File: config.mk
export PLATFORM = sky130hd
export DESIGN_NAME = decoder_scan_sequencer
export DESIGN_NICKNAME = d
export VERILOG_FILES = /design/src/rtl/decoder_scan_sequencer_pkg.sv /design/src/rtl/decoder_scan_sequencer_dwell_timer.sv /design/src/rtl/decoder_scan_sequencer.sv
export SDC_FILE = /design/constraint.sdc
export NUM_CORES = 1
export LEC_CHECK = 0
export BUFFER_PORTS_ARGS = -buffer_cell sky130_fd_sc_hd__buf_2
export CAP_MARGIN = 20
export CORE_ASPECT_RATIO = 1.4
export CORE_UTILIZATION = 45
export DETAILED_ROUTE_END_ITERATION = 8
export PLACE_DENSITY = 0.76
export SLEW_MARGIN = 0
export SYNTH_ARGS = -nofsm -noshare
export SYNTH_HDL_FRONTEND = slang
export SYNTH_SLANG_ARGS = --single-unit
export TNS_END_PERCENT = 1
File: constraint.sdc
create_clock -name clock -period 1.6 [get_ports clock]
set_input_delay 0.08 -clock clock [delete_from_list [all_inputs] [get_ports clock]]
set_output_delay 0.08 -clock clock [all_outputs]
set_load 0.01 [all_outputs]
File: src/rtl/decoder_scan_sequencer_pkg.sv
// Shared definitions for the 2x4 decoder scan sequencer.
//   state_e   : FSM state encoding (3-bit)
//   AddrLast  : final decoder address of a pass
package decoder_scan_sequencer_pkg;

  typedef enum logic [2:0] {
    StIdle   = 3'd0,
    StSetup  = 3'd1,
    StActive = 3'd2,
    StBlank  = 3'd3,
    StDone   = 3'd4
  } state_e;

  localparam logic [1:0] AddrLast = 2'b11;

endpackage

File: src/rtl/decoder_scan_sequencer_dwell_timer.sv
// Dwell down-counter for one ACTIVE window.
//   clock, reset : clock and asynchronous active-high reset
//   load         : load value (asserted in the cycle before ACTIVE)
//   run          : count down (asserted while ACTIVE)
//   value        : dwell length in cycles, must be non-zero
//   expire       : high on the final ACTIVE cycle of the window
module decoder_scan_sequencer_dwell_timer #(
  parameter int unsigned DWELL_W = 4
) (
  input  logic               clock,
  input  logic               reset,
  input  logic               load,
  input  logic               run,
  input  logic [DWELL_W-1:0] value,
  output logic               expire
);

  logic [DWELL_W-1:0] cnt_q;

  always_ff @(posedge clock or posedge reset) begin
    if (reset) begin
      cnt_q <= '0;
    end else if (load) begin
      cnt_q <= value;
    end else if (run && (cnt_q != '0)) begin
      cnt_q <= cnt_q - DWELL_W'(1);
    end
  end

  assign expire = run && (cnt_q == DWELL_W'(1));

endmodule

File: src/rtl/decoder_scan_sequencer.sv
// Upstream driver for a 2x4 gate-level decoder. Steps the address 00..11 with a
// programmable dwell per address and blanks the decoder (enable=1) between
// addresses so that no two outputs are ever active together.
//   clock, reset : clock and asynchronous active-high reset
//   start, stop  : scan request (IDLE only) / abort (any state, wins over start)
//   single       : 1 = one pass then DONE, 0 = continuous (latched at start)
//   dwell        : ACTIVE cycles per address, 0 treated as 1 (latched at start)
//   A, B         : decoder address MSB/LSB (registered)
//   enable       : decoder enable, active-low (registered)
//   busy, done   : status (registered); done is a one-cycle pulse
//   pass_count   : completed 4-address passes since reset
module decoder_scan_sequencer
  import decoder_scan_sequencer_pkg::*;
#(
  parameter int unsigned DWELL_W = 4,
  parameter int unsigned PASS_W  = 8
) (
  input  logic               clock,
  input  logic               reset,
  input  logic               start,
  input  logic               stop,
  input  logic               single,
  input  logic [DWELL_W-1:0] dwell,
  output logic               A,
  output logic               B,
  output logic               enable,
  output logic               busy,
  output logic               done,
  output logic [PASS_W-1:0]  pass_count
);

  state_e             state_q, state_d;
  logic [1:0]         addr_q, addr_d;
  logic               single_q, single_d;
  logic [DWELL_W-1:0] dwell_q, dwell_d;
  logic [PASS_W-1:0]  pass_q, pass_d;
  logic               enable_q, busy_q, done_q;
  logic               expire;

  // Timer is reloaded in the blanked cycle that precedes every ACTIVE window.
  decoder_scan_sequencer_dwell_timer #(
    .DWELL_W(DWELL_W)
  ) u_dwell_timer (
    .clock  (clock),
    .reset  (reset),
    .load   ((state_q == StSetup) || (state_q == StBlank)),
    .run    (state_q == StActive),
    .value  (dwell_q),
    .expire (expire)
  );

  always_comb begin
    state_d  = state_q;
    addr_d   = addr_q;
    single_d = single_q;
    dwell_d  = dwell_q;
    pass_d   = pass_q;
    unique case (state_q)
      StIdle: begin
        if (start) begin
          state_d  = StSetup;
          addr_d   = 2'b00;
          single_d = single;
          dwell_d  = (dwell == '0) ? DWELL_W'(1) : dwell;
        end
      end
      StSetup: state_d = StActive;
      StActive: begin
        if (expire) begin
          if (addr_q != AddrLast) begin
            state_d = StBlank;
            addr_d  = addr_q + 2'd1;
          end else begin
            pass_d = pass_q + PASS_W'(1);
            if (single_q) begin
              state_d = StDone;
            end else begin
              state_d = StBlank;
              addr_d  = 2'b00;
            end
          end
        end
      end
      StBlank: state_d = StActive;
      StDone:  state_d = StIdle;
      default: state_d = StIdle;
    endcase
    // Abort overrides everything, including a pass completing this cycle.
    if (stop) begin
      state_d = StIdle;
      addr_d  = 2'b00;
      pass_d  = pass_q;
    end
  end

  always_ff @(posedge clock or posedge reset) begin
    if (reset) begin
      state_q  <= StIdle;
      addr_q   <= 2'b00;
      single_q <= 1'b0;
      dwell_q  <= DWELL_W'(1);
      pass_q   <= '0;
      enable_q <= 1'b1;
      busy_q   <= 1'b0;
      done_q   <= 1'b0;
    end else begin
      state_q  <= state_d;
      addr_q   <= addr_d;
      single_q <= single_d;
      dwell_q  <= dwell_d;
      pass_q   <= pass_d;
      // Status flops are decoded from the next state so they align with it.
      enable_q <= (state_d != StActive);
      busy_q   <= (state_d == StSetup) || (state_d == StActive) || (state_d == StBlank);
      done_q   <= (state_d == StDone);
    end
  end

  assign A          = addr_q[1];
  assign B          = addr_q[0];
  assign enable     = enable_q;
  assign busy       = busy_q;
  assign done       = done_q;
  assign pass_count = pass_q;

endmodule

==> run metrics <==
Logic pwr share 0.296; Initial Utilization 0.487; gpl congestion 0.899; GR Overflow Total 0; TNS Setup -0.00986 ns; final hold violation count 0; # diodes 0; simple-gate share of the synthesized area 0.294; num ports 22; post-synthesis cell count 130; yosys warns 0; Hold Crit Start start; Peak VDD IR 0.000657 V; Critical R2R Launch u_dwell_timer.cnt_q[0]; Total Power 1.55 mW; # rows 22; core area 0.00270 mm2; count of different cell masters after synthesis 39; Net Count, Synth 143; worst min-delay path category input pin to register; CTS clk-pin slew, worst paths 0.15 ns; Period minus WS final 1.61 ns; CP required 1.90 ns; status finished with violations; Area growth syn-to-layout 27.4%; adder-cell area share of the yosys netlist 0.0381; Vias 1187; Worst EP arrival 1.90 ns; Die X 47.7 um; Leakage 0.812 nW; Worst-Margin Slew 0.410 ns; dominant cells by area after synthesis dfrtp_1, nand2_1, dfstp_2, xnor2_1, ha_1; clk buf depth 2; root buf cell clkbuf_4; largest net degree at the start of global routing 26; sequential element share of the synthesized area 0.478; Sw Pwr 0.516 mW; crit path max fanout 5; max-slew violation count 0; most common cell after layout, fill and taps aside dfrtp_1; CTS tree built; post-synth top area cell dfrtp_1; max cap viols 0; vias per inst 5.79; layout cell share with drive strength beyond 1 0.320; endpoints failing setup 1; placed wire-length estimate 2180 um; Critical Path End Type register; Clock Skew 0.0189 ns; grt met1 use 0.288; RSZ-0062 raised after global routing yes; share of the synthesized area in the top cell type 0.438; CTS Buf Count 3; Slew HR 0.726; mux cell area share after synthesis 0.00856; GR Util met2 0.377; crit share post-route 1.01; Clk pwr share 0.192; main combinational cell family by area after synthesis simple AND/OR/NAND/NOR gates; Die ar. 0.00315 mm2; #FFs+latches synth 25; P per Cell Area 927 mW/mm2; failing checks negative setup slack; Worst-Skew Late Latency 0.34 ns; critical path class register to register; commonest cells after routing, fill and taps aside dfrtp_1, buf_2, nand2_1; DRC errors left 0; Layout Nets 183; gr usage total 0.240; chip height 66.0 um; Synth Area in XOR/XNOR 0.0466; kind of start point of the critical path register; mapped cell area 0.00132 mm2; Final Worst Setup Slack -0.00986 ns; first-pass GRT wire length 5310 um; routed len/inst 15.2 um; Antenna Violating Nets Remaining 0; initial antenna violation count 0; Setup WS pre-CTS -0.0702 ns; Synth Area in Compound Gates 0.0951; Mean Syn Cell Area 10.1 um2; clk sinks 25; vias in the first global route 1146; IO Port Bufs 21; routed wire length 3110 um; Achievable Freq 0.621 GHz; global routing's busiest layer met2; Setup crit start u_dwell_timer.cnt_q[0]; DR pass1 iterations 6; Flop pwr share 0.512; GR Util met3 0.0492; DR iter-0 viols 20; internal power 1.04 mW; H-tree Lvls 1; sw frac 0.332
==> critical path, stage by stage (launching register included) <==
cell and delay (ns):
dfrtp_1 0.46, or4b_4 0.54, or4b_1 0.48, nand3_1 0.09
==> flip-flops by register name, summed over array words and instances, names as in the netlist <==
name and flops:
done 1, state_q 3, u_dwell_timer.cnt_q 4, enable 1, addr_q 2, pass_count 8, busy 1, single_q 1
dwell_q 4
==> worst paths after layout <==
kind	endpoint	slack, ns	cells past startpoint
setup / recovery	u_dwell_timer.cnt_q[3]	-0.01	3
hold / removal	busy	0.09	3
setup reg to reg	u_dwell_timer.cnt_q[3]	-0.01	3
hold reg to reg	dwell_q[0]	0.47	2
max in group asynchronous	dwell_q[0]	0.99	4
min in group asynchronous	addr_q[1]	0.30	4
==> metal layers <==
layer	vias to the layer above	share of wire
met1	588	0.40
li1	551	-
met3	12	0.045
met2	36	0.52
met5	-	0
met4	0	0.031
==> what timing repair did <==
item                                   CTS  global route
setup endpoints to repair                2             6
hold buffers                             7             0
endpoints found under the hold margin   31             0
pin swaps                                1             2
resized for setup                        5             7
setup buffers                            1             3
==> power by group through the flow <==
| stage | clock, mW | sequential (mW) | combinational, mW |
|---|---|---|---|
| detailed placement | 0 | 0.799 | 0.339 |
| floorplan | 0 | 0.768 | 0.243 |
| CTS | 0.304 | 0.782 | 0.400 |
| global placement | 0 | 0.792 | 0.325 |
| global route | 0.326 | 0.805 | 0.513 |
| finish | 0.299 | 0.795 | 0.459 |
==> cell families (layout without fill, tap and decap cells) <==
| group | after synthesis | count (layout) |
|---|---|---|
| compound gates | 17 | 17 |
| xor+xnor | 7 | 7 |
| fa+ha+maj | 4 | 4 |
| buf+inv | 13 | 52 |
| flops | 25 | 25 |
| mux | 1 | 1 |
| simple gates | 63 | 63 |
==> layout make-up <==
type / instances / area [um2]
Clock buffer: 3 / 22.5
Clock inverter: 1 / 7.51
Fill cell: 243 / 1020
Inverter: 6 / 22.5
Multi-Input combinational cell: 92 / 668
Sequential cell: 25 / 629
Tap cell: 36 / 45.0
Timing Repair Buffer: 42 / 280
==> synthesized netlist by cell type <==
master and count:
inv_1 6, nand2_1 17, o2111ai_1 2, nor2b_1 3, a21boi_0 2, o31ai_1 1, xnor2_1 6, clkbuf_1 4
o21ai_0 2, xor2_1 1, nand4b_1 1, or4b_1 3, a31oi_1 1, dfstp_2 2, mux2_1 1, nor3_1 4
nand4_1 5, ha_1 4, buf_2 3, nand4bb_1 1, o22a_1 1, a21oi_1 1, nand3_1 8, or3b_1 3
nor4b_2 2, nor3b_1 1, and3_1 3, o311ai_0 1, nor2_1 5, a211oi_1 3, and4bb_1 1, dfrtp_1 23
nand2b_1 1, and4_1 2, a21o_1 1, nor4_1 2, and4bb_2 1, a22oi_1 1, a41oi_1 1
==> stage by stage <==
stage	area, um2	hold WS (ns)	cells	util
2_1_floorplan	1320	0.106	130	-
3_3_place_gp	1510	0.140	190	0.560
3_5_place_dp	1510	0.148	190	0.560
4_1_cts	1630	0.0752	202	0.606
5_1_grt	1680	0.134	205	0.621
6_report	1680	0.0894	205	0.621
No activity file was read; power rests on OpenSTA's default activity.
